--- config.mk ---
export PLATFORM = sky130hd
export DESIGN_NAME = bubble_sort_engine
export DESIGN_NICKNAME = d
export VERILOG_FILES = /design/src/rtl/bubble_pkg.sv /design/src/rtl/bubble_cmp_swap.sv /design/src/rtl/bubble_sort_engine.sv
export SDC_FILE = /design/constraint.sdc
export NUM_CORES = 1
export LEC_CHECK = 0
export CAP_MARGIN = 20
export CORE_MARGIN = 8
export CORE_UTILIZATION = 30
export DETAILED_ROUTE_END_ITERATION = 7
export GPL_TIMING_DRIVEN = 0
export SLEW_MARGIN = 25
export SYNTH_ARGS = -nofsm -noshare
export SYNTH_HDL_FRONTEND = slang
export SYNTH_HIERARCHICAL = 1
export SYNTH_SLANG_ARGS = --single-unit
--- constraint.sdc ---
create_clock -name clk -period 5.8 [get_ports clk]
set_input_delay 1.16 -clock clk [delete_from_list [all_inputs] [get_ports clk]]
set_output_delay 1.16 -clock clk [all_outputs]
set_load 0.005 [all_outputs]
--- src/rtl/bubble_pkg.sv ---
// Shared types and constants for the in-place bubble sort engine and its data memory.
package bubble_pkg;

  localparam int AW_DEF = 5;
  localparam int DW_DEF = 32;

  localparam logic [1:0] MODE_READ  = 2'b00;
  localparam logic [1:0] MODE_WRITE = 2'b01;

  typedef enum logic [2:0] {
    S_IDLE,
    S_RDA,
    S_RDB,
    S_CMP,
    S_WRA,
    S_WRB,
    S_NEXT,
    S_FIN
  } state_e;

endpackage

--- src/rtl/bubble_cmp_swap.sv ---
// Single definition of the sort order (unsigned ascending): flags out-of-order pairs
// and presents the pair as lo/hi.
module bubble_cmp_swap #(
  parameter int DW = 32
) (
  input  logic [DW-1:0] a,
  input  logic [DW-1:0] b,
  output logic          gt,
  output logic [DW-1:0] lo,
  output logic [DW-1:0] hi
);

  assign gt = (a > b);
  assign lo = gt ? b : a;
  assign hi = gt ? a : b;

endmodule

--- src/rtl/bubble_sort_engine.sv ---
// In-place ascending bubble sort of N words at BASE in the data memory.
// Define SORT_EARLY_EXIT_EN to finish after the first pass that performs no swap.
module bubble_sort_engine
  import bubble_pkg::*;
#(
  parameter int N    = 10,
  parameter int BASE = 0,
  parameter int AW   = AW_DEF,
  parameter int DW   = DW_DEF,
  parameter int CW   = 16
) (
  input  logic          clk,
  input  logic          rst,
  input  logic          start,
  output logic          busy,
  output logic          done,
  output logic [CW-1:0] swap_count,
  output logic [AW-1:0] address1,
  output logic [AW-1:0] address2,
  output logic [1:0]    mode,
  output logic [DW-1:0] data_in,
  input  logic [DW-1:0] data_out
);

`ifdef SORT_EARLY_EXIT_EN
  localparam bit EARLY_EXIT = 1'b1;
`else
  localparam bit EARLY_EXIT = 1'b0;
`endif

  localparam int IW = AW + 1;

  state_e        state_q, state_d;
  logic [IW-1:0] p_q, p_d, i_q, i_d;
  logic [DW-1:0] reg_a_q, reg_a_d, reg_b_q, reg_b_d;
  logic          swapped_q, swapped_d;
  logic [CW-1:0] swap_count_q, swap_count_d;

  logic [DW-1:0] cmp_b, cmp_lo, cmp_hi;
  logic          cmp_gt;
  logic [AW-1:0] addr_i, addr_i1;
  logic          more_in_pass, last_pass;

  // In CMP the second operand is still on the read bus; afterwards it lives in reg_b.
  assign cmp_b = (state_q == S_CMP) ? data_out : reg_b_q;

  bubble_cmp_swap #(.DW(DW)) u_cmp (
    .a  (reg_a_q),
    .b  (cmp_b),
    .gt (cmp_gt),
    .lo (cmp_lo),
    .hi (cmp_hi)
  );

  assign addr_i       = AW'(BASE + int'(i_q));
  assign addr_i1      = AW'(BASE + int'(i_q) + 1);
  assign more_in_pass = (int'(i_q) + 1) < (N - 1 - int'(p_q));
  assign last_pass    = (int'(p_q) + 1) == (N - 1);
  assign swap_count   = swap_count_q;

  always_comb begin
    state_d      = state_q;
    p_d          = p_q;
    i_d          = i_q;
    reg_a_d      = reg_a_q;
    reg_b_d      = reg_b_q;
    swapped_d    = swapped_q;
    swap_count_d = swap_count_q;
    busy         = 1'b0;
    done         = 1'b0;
    mode         = MODE_READ;
    address1     = '0;
    address2     = '0;
    data_in      = '0;
    case (state_q)
      S_IDLE: begin
        if (start) begin
          p_d          = '0;
          i_d          = '0;
          swap_count_d = '0;
          swapped_d    = 1'b0;
          state_d      = (N < 2) ? S_FIN : S_RDA;
        end
      end
      S_RDA: begin
        busy     = 1'b1;
        address2 = addr_i;
        state_d  = S_RDB;
      end
      S_RDB: begin
        busy     = 1'b1;
        address2 = addr_i1;
        reg_a_d  = data_out;
        state_d  = S_CMP;
      end
      S_CMP: begin
        busy    = 1'b1;
        reg_b_d = data_out;
        state_d = cmp_gt ? S_WRA : S_NEXT;
      end
      S_WRA: begin
        busy     = 1'b1;
        address1 = addr_i;
        data_in  = cmp_lo;
        mode     = MODE_WRITE;
        state_d  = S_WRB;
      end
      S_WRB: begin
        busy      = 1'b1;
        address1  = addr_i1;
        data_in   = cmp_hi;
        mode      = MODE_WRITE;
        swapped_d = 1'b1;
        if (swap_count_q != '1) swap_count_d = swap_count_q + CW'(1);
        state_d   = S_NEXT;
      end
      S_NEXT: begin
        busy = 1'b1;
        if (more_in_pass) begin
          i_d     = i_q + IW'(1);
          state_d = S_RDA;
        end else begin
          i_d = '0;
          p_d = p_q + IW'(1);
          if (last_pass || (EARLY_EXIT && !swapped_q)) begin
            state_d = S_FIN;
          end else begin
            swapped_d = 1'b0;
            state_d   = S_RDA;
          end
        end
      end
      S_FIN: begin
        done    = 1'b1;
        state_d = S_IDLE;
      end
      default: state_d = S_IDLE;
    endcase
  end

  always_ff @(posedge clk or negedge rst) begin
    if (!rst) begin
      state_q      <= S_IDLE;
      p_q          <= '0;
      i_q          <= '0;
      reg_a_q      <= '0;
      reg_b_q      <= '0;
      swapped_q    <= 1'b0;
      swap_count_q <= '0;
    end else begin
      state_q      <= state_d;
      p_q          <= p_d;
      i_q          <= i_d;
      reg_a_q      <= reg_a_d;
      reg_b_q      <= reg_b_d;
      swapped_q    <= swapped_d;
      swap_count_q <= swap_count_d;
    end
  end

endmodule
After elaboration in Yosys (flattened, before gate mapping)

Index checks and enable logic that the tools add are counted.

Input bits: 35
Latch bits: 0
Memories: 0
Word-level logic and storage cells: 56
Bits in registers: 95
RAM bits: 0
ROM bits: 0

Reduce and logical (&&, ||, !) cells: 8
Equality and inequality tests: 12
Mux-type cells: 22
Multipliers: 0
Div/mod/pow operators: 0
Order comparisons: 2
Shifts and indexed selects: 0
Bitwise logic cells: 0
Add/sub/neg operators: 6

Operators by type and width:

| kind                                                               | number |
|---|---|
| 32-bit 2-to-1 mux                                                  | 3 |
| 32-bit one-hot mux with 2 select lines                             | 1 |
| 32-bit greater-than comparator                                     | 1 |
| 16-bit 2-to-1 mux                                                  | 2 |
| 16-bit one-hot mux with 2 select lines                             | 1 |
| 3-bit one-hot mux with 8 select lines                              | 1 |
| 6-bit one-hot mux with 2 select lines                              | 2 |
| 5-bit one-hot mux with 2 select lines                              | 2 |
| 6-bit 2-to-1 mux                                                   | 3 |
| 16-bit by 1-bit adder with 16-bit output (second input constant)   | 1 |
| 16-bit != test (second input constant)                             | 1 |
| 6-bit by 1-bit adder with 7-bit output (second input constant)     | 2 |
| 6-bit by 1-bit adder with 6-bit output (second input constant)     | 2 |
| 3-bit == test (second input constant)                              | 4 |
| 3-bit 2-to-1 mux                                                   | 3 |
| 8-bit by 7-bit less-than comparator with 1-bit output              | 1 |
| 7-bit by 4-bit == test with 1-bit output (second input constant)   | 1 |
| 4-bit by 6-bit subtractor with 7-bit output (first input constant) | 1 |
| 3-bit by 2-bit == test with 1-bit output (second input constant)   | 2 |
| 2-bit != test (second input constant)                              | 3 |
| 3-bit AND reduction                                                | 2 |
| 6-bit OR reduction                                                 | 1 |
| 2-bit nonzero test                                                 | 2 |
| 3-bit by 1-bit == test with 1-bit output (second input constant)   | 1 |
| 5 further kinds                                                    | 7 |

Depth between registers and ports, before layout

Gate-level depths: netlist of run 1.

Word-level depth: 5
Depth in mapped cells: 17
Mapped depth without buffers: 14

Modules after synthesis

The synthesis of run 1 kept the hierarchy.

Modules (own cells, without submodules):

| module             | times used | area each (um^2) | seq. area each (um^2) | cells each |
|---|---|---|---|---|
| bubble_sort_engine | 1          | 4,773.3          | 2,377.3               | 414 |
| bubble_cmp_swap    | 1          | 1,854.3          | 0.0                   | 186 |

Worst setup path before layout of run 1

Ideal clock, no wire load.

Kind: reg-to-output
From: register state_q[1]
To: output data_in[0]
Path slack: 1.188 ns
Stages on the path, launching flop included: 16
Data arrival time: 3.452 ns
Cells stage by stage: dfrtp_1 -> clkbuf_1 -> nand3_1 -> clkbuf_1 -> mux2_2 -> inv_1 -> ha_1 -> a21o_1 -> nand3_1 -> a21oi_1 -> nor4_1 -> a2bb2oi_2 -> buf_6 -> buf_12 -> mux2_4 -> a22o_1

Cells in the longest elaborated chain, start to end: 5

RTL lines:

| what                                     | line                      | text |
|---|---|---|
| start, declared                          | bubble_sort_engine.sv:33  | `state_e state_q, state_d;` |
| start signal, assigned                   | bubble_sort_engine.sv:151 | `state_q <= state_d;` |
| 3-bit by 2-bit == test with 1-bit output | bubble_sort_engine.sv:45  | `assign cmp_b = (state_q == S_CMP) ? data_out : reg_b_q;` |
| 32-bit 2-to-1 mux                        | n/a                       |  |
| net cmp_b[9]                             | bubble_sort_engine.sv:39  | `logic [DW-1:0] cmp_b, cmp_lo, cmp_hi;` |
| 32-bit greater-than comparator           | bubble_cmp_swap.sv:13     | `assign gt = (a > b);` |
| 32-bit 2-to-1 mux                        | bubble_cmp_swap.sv:15     | `assign hi = gt ? a : b;` |
| net cmp_hi[0]                            | bubble_sort_engine.sv:39  |  |
| 32-bit one-hot mux with 2 select lines   | bubble_sort_engine.sv:75  | `case (state_q)` |
| end, declared                            | bubble_sort_engine.sv:21  | `output logic [DW-1:0] data_in,` |

The timed path passes the listed nets, and every way through them passes these cells.

Worst setup path in the final report of run 1

From: input data_out[8]
To: output data_in[13]

Cells in the longest elaborated chain, start to end: 4

RTL lines:

| what                                   | line                     | text |
|---|---|---|
| start, declared                        | bubble_sort_engine.sv:22 | `input logic [DW-1:0] data_out` |
| 32-bit 2-to-1 mux                      | n/a                      |  |
| net cmp_b[8]                           | bubble_sort_engine.sv:39 |  |
| 32-bit greater-than comparator         | bubble_cmp_swap.sv:13    |  |
| 32-bit 2-to-1 mux                      | bubble_cmp_swap.sv:15    |  |
| net cmp_hi[13]                         | bubble_sort_engine.sv:39 |  |
| 32-bit one-hot mux with 2 select lines | bubble_sort_engine.sv:75 |  |

The timed path passes the listed nets, and every way through them passes these cells.

==> results of run 1 <==
[layout make-up]
| cell class | instances | area (sq um) |
|---|---|---|
| Buffer | 33 | 238 |
| Clock buffer | 10 | 239 |
| Clock inverter | 6 | 60.1 |
| Fill cell | 2154 | 13200 |
| Inverter | 41 | 154 |
| Multi-Input combinational cell | 431 | 3910 |
| Sequential cell | 95 | 2380 |
| Tap cell | 280 | 350 |
| Timing Repair Buffer | 120 | 1240 |
[through the flow]
stage	instance area, sq um	std cells	setup slack (ps)
after floorplan	6630	600	1190
after global placement	7930	975	-345
after detailed placement	7960	976	-210
after CTS	8280	992	27.7
after global routing	8570	1016	13.5
final	8570	1016	126
[metal layers]
layer	vias to the layer above	global-route usage [%]	routed length, microns
li1	2451	-	-
met1	2462	17.8	8700
met2	82	21.3	8380
met3	12	2.54	594
met4	0	3.73	231
met5	-	0	0
[power by group through the flow]
stage	Sequential [mW]	Combinational, mW	Clock (mW)
6_report	1.15	4.09	0.612
3_5_place_dp	1.16	3.69	0
5_1_grt	1.19	4.42	0.661
3_3_place_gp	1.14	3.65	0
4_1_cts	1.15	3.72	0.633
2_1_floorplan	1.10	2.87	0
[logic make-up (layout without fill, tap and decap cells)]
logic type | count (synthesis) | count (layout) | share of synthesized area, %
muxes | 131 | 131 | 25.0
AOI/OAI and AO/OA | 121 | 121 | 13.6
and+or+nand+nor | 117 | 117 | 9.29
DFF | 95 | 95 | 35.9
buffers and inverters | 74 | 210 | 5.68
adders and majority gates | 43 | 43 | 8.12
xor gates and xnor gates | 18 | 18 | 2.38
other | 1 | 1 | 0.0566
[path summary, 6_finish.rpt]
check,start,endpoint,cells after the start
worst max register to register,state_q[1],state_q[1],18
worst min-delay path,reg_b_q[10],reg_b_q[10],1
worst max-delay path,data_out[8],data_in[13],14
min in group asynchronous,rst,i_q[2],1
max in group asynchronous,rst,state_q[1],2
worst min register to register,reg_b_q[10],reg_b_q[10],1
[cells in the mapped netlist, types with 3 or more instances]
| cell | count | area share (%) |
|---|---|---|
| o21ai_0 | 15 | 1.1 |
| buf_12 | 5 | 1.5 |
| mux2_2 | 81 | 14 |
| a22oi_1 | 4 | 0.45 |
| nor3_1 | 4 | 0.30 |
| nand2_1 | 29 | 1.6 |
| a22o_1 | 40 | 5.3 |
| and2_1 | 6 | 0.57 |
| a31oi_1 | 5 | 0.47 |
| clkbuf_1 | 20 | 1.1 |
| a21o_1 | 4 | 0.45 |
| nand2b_1 | 3 | 0.28 |
| nand3_1 | 9 | 0.68 |
| xor2_1 | 10 | 1.3 |
| a21oi_1 | 23 | 1.7 |
| ha_1 | 43 | 8.1 |
| or3_1 | 5 | 0.47 |
| a211oi_1 | 4 | 0.45 |
| inv_1 | 41 | 2.3 |
| nor2_1 | 26 | 1.5 |
| and3_1 | 6 | 0.57 |
| nand4_1 | 10 | 0.94 |
| buf_2 | 5 | 0.38 |
| mux2_4 | 49 | 11 |
| nor2b_1 | 3 | 0.28 |
| dfrtp_1 | 95 | 36 |
| o211ai_1 | 4 | 0.45 |
| xnor2_1 | 8 | 1.1 |
[what timing repair did]
item | in CTS | in global routing
pin swaps | 0 | 4
cloned | 0 | 2
buffers inserted | 0 | 22
setup endpoints to repair | 32 | 32
gates resized for setup | 9 | 35
[sequential cells by signal (all words and copies together), names as in the netlist]
signal	count
reg_b_q	32
state_q	3
swap_count	16
p_q	6
i_q	6
reg_a_q	32
[worst reg2reg max path, delay by kind of cell, from the launching register on]
family | cells | cell delay (ps)
multiplexers | 1 | 400
adder cells (fa/ha/maj) | 1 | 240
AND/OR/NAND/NOR | 4 | 730
AO/OA/AOI/OAI | 5 | 800
flip-flops | 1 | 450
buffers and inverters | 7 | 1030
==> results.tsv, run 1 <==
stage	metric	value	unit
critical_path	cp.arrival	4510	ps
critical_path	slowest_stage	clkdlybuf4s50_1	
timing	grt_setup_unrepaired	no	
place	dp_hpwl	13.0	mm
critical_path	startpoint_type	primary input	
critical_path	crit_chain	clkdlybuf4s50_1 -> mux2_2 -> inv_1 -> ha_1 -> nand4_1 -> nor3_4 -> a21boi_2 -> nor4_4 -> a2bb2oi_2 -> buf_6 -> clkbuf_16 -> mux2_4 -> a22o_1 -> clkdlybuf4s50_1	
synthesis	synth_edf_count	0	
detailed_routing	drt_wl_total	17.9	mm
pwr	clkPwrFrac	10.5	%
timing	fin_skew	6.31	ps
die	dieArea	0.0271	sq mm
synthesis	synth_cell_types	64	
global_routing	overflow	0	
run_status	status	finished clean	
cells_and_area	final_cell_mix	94 x dfrtp_1, 79 x mux2_2, 67 x clkdlybuf4s50_1	
place	portBuffers	95	
hold_path	hp-class	register to register	
clock_tree	cts_tree	done	
clock_tree	clock_sinks	95	
synthesis	postSynthCellCount	600	
timing	setup_tns	0	ps
clock_tree	clk_pin_slew_worst_paths	70	ps
timing	worst_slew_pin_slew	746	ps
detailed_routing	viasPerCell	4.93	
cells_and_area	num_antenna_cells	0	
cells_and_area	final_layout_size_suffix_gt1_share	27.7	%
cells_and_area	post-route-util	39.4	%
die	die_y	165	microns
timing	slew_violations	0	
global_routing	grt_pass1_wl	28.3	mm
clock_tree	cts_hold_buf	0	
timing	holdWs	524	ps
timing	maxSlewHeadroom	50.3	%
synthesis	syn-cell-area	0.00663	sq mm
job	maxCapViolations	0	
critical_path	end_kind	output pin	
timing	min_period	5670	ps
synthesis	async_flop_share	100	%
timing	hold_viol_final	0	
synthesis	synth_warnings	6	
pwr	power_frac_comb	70.0	%
detailed_routing	wl_per_cell	17.6	microns
cells_and_area	nets	809	
pwr	p_per_area	683	mW/mm^2
clock_tree	cts_root_buf	clkbuf_16	
critical_path	worstSetupPathType	primary input to output pin	
clock_tree	cts_buffer_depth	2	
pwr	intPower	3.69	mW
place	place.gp.congestion	0.816	
pwr	leakage	4.28	nW
critical_path	cp_slowest_stage_delay	460	ps
detailed_routing	dr.pass1.iters	4	
pwr	switchingPower	2.16	mW
timing	finalSetupViolCount	0	
critical_path	cp_max_fo	6	
synthesis	synthFlopType	dfrtp_1	
clock_tree	htree_levels	3	
die	fp-row-count	54	
detailed_routing	antenna_left	0	
synthesis	synth-seq-area-share	35.9	%
detailed_routing	route.detailed.drc	0	
die	pin_count	97	
clock_tree	clkLatencyLatePin	350	ps
synthesis	syn_area_per_cell	11.0	sq um
pwr	ir_drop	343	uV
clock_tree	cts_made_buffers	9	
critical_path	critPathRequiredTime	4640	ps
synthesis	ys_ff_latch	95	
global_routing	antenna_found_initial	0	
critical_path	crit_family	buffers and inverters	
detailed_routing	dr.first_iter.drc_count	170	
pwr	pwr-share-seq	19.6	%
critical_path	path_buf_inv	5	
synthesis	syn-num-nets	678	
detailed_routing	vias	5007	
cells_and_area	syn2layout_area_growth	29.3	%
global_routing	grt_max_degree	56	
critical_path	rrSetupSlack	2060	ps
global_routing	grt_pass1_vias	5009	
global_routing	grt_usage	13.3	%
timing	post-route-period-util	97.8	%
pwr	fin_total_pwr	5.85	mW
timing	timing.fmax	176	MHz
die	initial_core_util	30.5	%
die	core-area	0.0218	sq mm
die	die_w	165	microns
critical_path	crit_top_cell	clkdlybuf4s50_1	
cells_and_area	final_common_cell	dfrtp_1	
pwr	netSwitchingFraction	36.8	%
(Power assumes the default switching activity.)
==> run 2, diff against run 1 <==
--- a/config.mk
+++ b/config.mk
@@ -6,10 +6,11 @@
 export NUM_CORES = 1
 export LEC_CHECK = 0
 export CAP_MARGIN = 20
-export CORE_MARGIN = 8
+export CORE_MARGIN = 3
 export CORE_UTILIZATION = 30
 export DETAILED_ROUTE_END_ITERATION = 7
 export GPL_TIMING_DRIVEN = 0
+export SKIP_LAST_GASP = 1
 export SLEW_MARGIN = 25
 export SYNTH_ARGS = -nofsm -noshare
 export SYNTH_HDL_FRONTEND = slang
==> results.tsv, run 2 (same netlist as run 1, synthesis figures left out) <==
stage	metric	value	unit	change
hold_path	hold_depth	1		unchanged
timing	fin_skew	12.5	ps	was 6.31 ps
global_routing	overflow	0		unchanged
cells_and_area	syn2layout_area_growth	26.0	%	was 29.3%
detailed_routing	route.detailed.drc	0		unchanged
cells_and_area	stdcell_count	992		was 1016
detailed_routing	antenna_left	0		unchanged
detailed_routing	drt_wl_total	17.0	mm	was 17.9 mm
global_routing	grt_pass1_vias	4966		was 5009
clock_tree	cts_root_buf	clkbuf_16		unchanged
critical_path	critPathRequiredTime	4640	ps	about the same
timing	grt_setup_unrepaired	no		unchanged
critical_path	cp_max_fo	10		was 6
clock_tree	clock_sinks	95		unchanged
critical_path	cp.arrival	4500	ps	was 4510 ps
critical_path	slowest_stage	clkdlybuf4s50_1		unchanged
detailed_routing	wl_met1	8.21	mm	was 8.70 mm
detailed_routing	vias	4895		was 5007
place	dp.cells	971		was 976
timing	maxSlewHeadroom	48.6	%	was 50.3%
clock_tree	cts_tree	done		unchanged
timing	post-route-period-util	97.6	%	was 97.8%
cells_and_area	n_fill_cell	2108		was 2154
clock_tree	htree_levels	3		unchanged
pwr	leakage	3.72	nW	was 4.28 nW
cells_and_area	final_layout_size_suffix_gt1_share	25.8	%	was 27.7%
critical_path	cp_slowest_stage_delay	540	ps	was 460 ps
critical_path	crit_chain	clkdlybuf4s50_1 -> mux2_2 -> inv_1 -> ha_1 -> nand4_1 -> o221a_2 -> o21ai_1 -> a2bb2oi_4 -> buf_6 -> buf_12 -> mux2_4 -> a22o_1 -> clkdlybuf4s50_1		was clkdlybuf4s50_1 -> mux2_2 -> inv_1 -> ha_1 -> nand4_1 -> nor3_4 -> a21boi_2 -> nor4_4 -> a2bb2oi_2 -> buf_6 -> clkbuf_16 -> mux2_4 -> a22o_1 -> clkdlybuf4s50_1
global_routing	antenna_found_initial	0		unchanged
die	die_y	155	microns	was 165 microns
timing	timing.fmax	177	MHz	was 176 MHz
critical_path	path_buf_inv	5		unchanged
clock_tree	clkLatencyLatePin	350	ps	about the same
hold_path	hp-start	reg_b_q[16]		was reg_b_q[10]
timing	worst_slew_pin_slew	771	ps	was 746 ps
critical_path	end_kind	output pin		unchanged
cells_and_area	postLayoutCellArea	0.00835	sq mm	was 0.00857 sq mm
pwr	p_per_area	662	mW/mm^2	was 683 mW/mm^2
cells_and_area	seqCellArea	0.00238	sq mm	unchanged
die	dieArea	0.0239	sq mm	was 0.0271 sq mm
die	initial_core_util	31.0	%	was 30.5%
cells_and_area	final_cell_mix	94 x dfrtp_1, 94 x clkdlybuf4s50_1, 81 x mux2_2		was 94 x dfrtp_1, 79 x mux2_2, 67 x clkdlybuf4s50_1
die	fp-row-count	53		was 54
global_routing	grt_pass1_wl	27.2	mm	was 28.3 mm
hold_path	hp-class	register to register		unchanged
clock_tree	clk_pin_slew_worst_paths	70	ps	about the same
timing	min_period	5660	ps	was 5670 ps
place	dp_hpwl	12.4	mm	was 13.0 mm
timing	holdWs	530	ps	was 524 ps
critical_path	rr_startpoint	state_q[1]		unchanged
detailed_routing	dr.first_iter.drc_count	199		was 170
run_status	status	finished clean		unchanged
die	core-area	0.0214	sq mm	was 0.0218 sq mm
critical_path	startpoint_type	primary input		unchanged
timing	slew_violations	0		unchanged
critical_path	crit_family	buffers and inverters		unchanged
detailed_routing	viasPerCell	4.93		about the same
critical_path	timing.rr.end	state_q[1]		unchanged
clock_tree	cts_made_buffers	9		unchanged
die	die_w	155	microns	was 165 microns
critical_path	rrSetupSlack	2230	ps	was 2060 ps
cells_and_area	multi_input_area	0.00394	sq mm	was 0.00391 sq mm
global_routing	grt_max_degree	67		was 56
timing	setup_tns	0	ps	unchanged
hold_path	hold_end	reg_b_q[16]		was reg_b_q[10]
cells_and_area	post-route-util	39.1	%	was 39.4%
critical_path	r2r_cells	17		was 18
critical_path	crit_top_cell	clkdlybuf4s50_1		unchanged
clock_tree	cts_buffer_depth	2		unchanged
detailed_routing	top_layer_used	met4		unchanged
global_routing	grt_usage	14.3	%	was 13.3%
place	dpl-instance-area	0.00795	sq mm	was 0.00796 sq mm
die	pin_count	97		unchanged
detailed_routing	dr.pass1.iters	4		unchanged
timing	hold_viol_final	0		unchanged
place	place.gp.congestion	0.824		was 0.816
detailed_routing	wl_per_cell	17.1	microns	was 17.6 microns
critical_path	worstSetupPathType	primary input to output pin		unchanged
detailed_routing	dr_wl_met3	646	microns	was 594 microns
detailed_routing	met2WireLength	7.89	mm	was 8.38 mm
pwr	ir_drop	355	uV	was 343 uV
job	maxCapViolations	0		unchanged
place	portBuffers	95		unchanged
cells_and_area	nets	790		was 809
timing	finalSetupViolCount	0		unchanged
## run 2: layout make-up
type	count	area share (%)
sequential	95	28.5
buffer	33	2.85
antenna	1	0.0300
clock inverter	5	0.509
tap	275	4.12
timing repair buffer	101	12.2
inverter	41	1.84
clock buffer	10	2.86
multi-input combinational	431	47.1
## run 2: worst max-delay path by stage
stage,slack (ps),cells past startpoint,end,startpoint
after floorplan,1190,15,data_in[0],state_q[1]
final,140,13,data_in[1],data_out[27]
after CTS,10,16,data_in[1],state_q[1]
after detailed placement,-120,16,data_in[1],state_q[1]
after global placement,-380,1,reg_b_q[19],rst
after global routing,1,15,data_in[25],data_out[31]
## run 2: routing by layer
layer	up-vias	GRT usage [%]
met5	-	0
met4	0	3.57
met3	14	2.43
met2	89	23.4
met1	2364	19.7
li1	2428	-
## run 2: through the flow
stage | total power, mW | worst slack (ps)
after floorplan | 3.96 | 1190
after global routing | 5.97 | 1.28
final | 5.53 | 138
after CTS | 5.45 | 11.2
after global placement | 4.77 | -377
after detailed placement | 4.83 | -116
## run 2: power by group
group / internal (mW) / switching (mW) / leakage (nW) / total (mW)
combinational: 2.19 / 1.61 / 2.41 / 3.80
clock: 0.306 / 0.275 / 0.141 / 0.581
sequential: 0.938 / 0.208 / 1.17 / 1.15
## run 2: repair_timing
item / in CTS / in global routing
pin swaps: 0 / 8
endpoints found under the setup margin: 32 / 32
hold endpoints to repair: 0 / 0
resized for setup: 8 / 13
setup buffers: 0 / 4
hold buffers: 0 / 0
cloned: 0 / 1
==> run 3, diff against run 2 <==
--- a/config.mk
+++ b/config.mk
@@ -5,7 +5,7 @@
 export SDC_FILE = /design/constraint.sdc
 export NUM_CORES = 1
 export LEC_CHECK = 0
-export CAP_MARGIN = 20
+export CAP_MARGIN = 25
 export CORE_MARGIN = 3
 export CORE_UTILIZATION = 30
 export DETAILED_ROUTE_END_ITERATION = 7
==> results of run 3 <==
No change in the layout: final DEF, timing and power equal those of run 2.
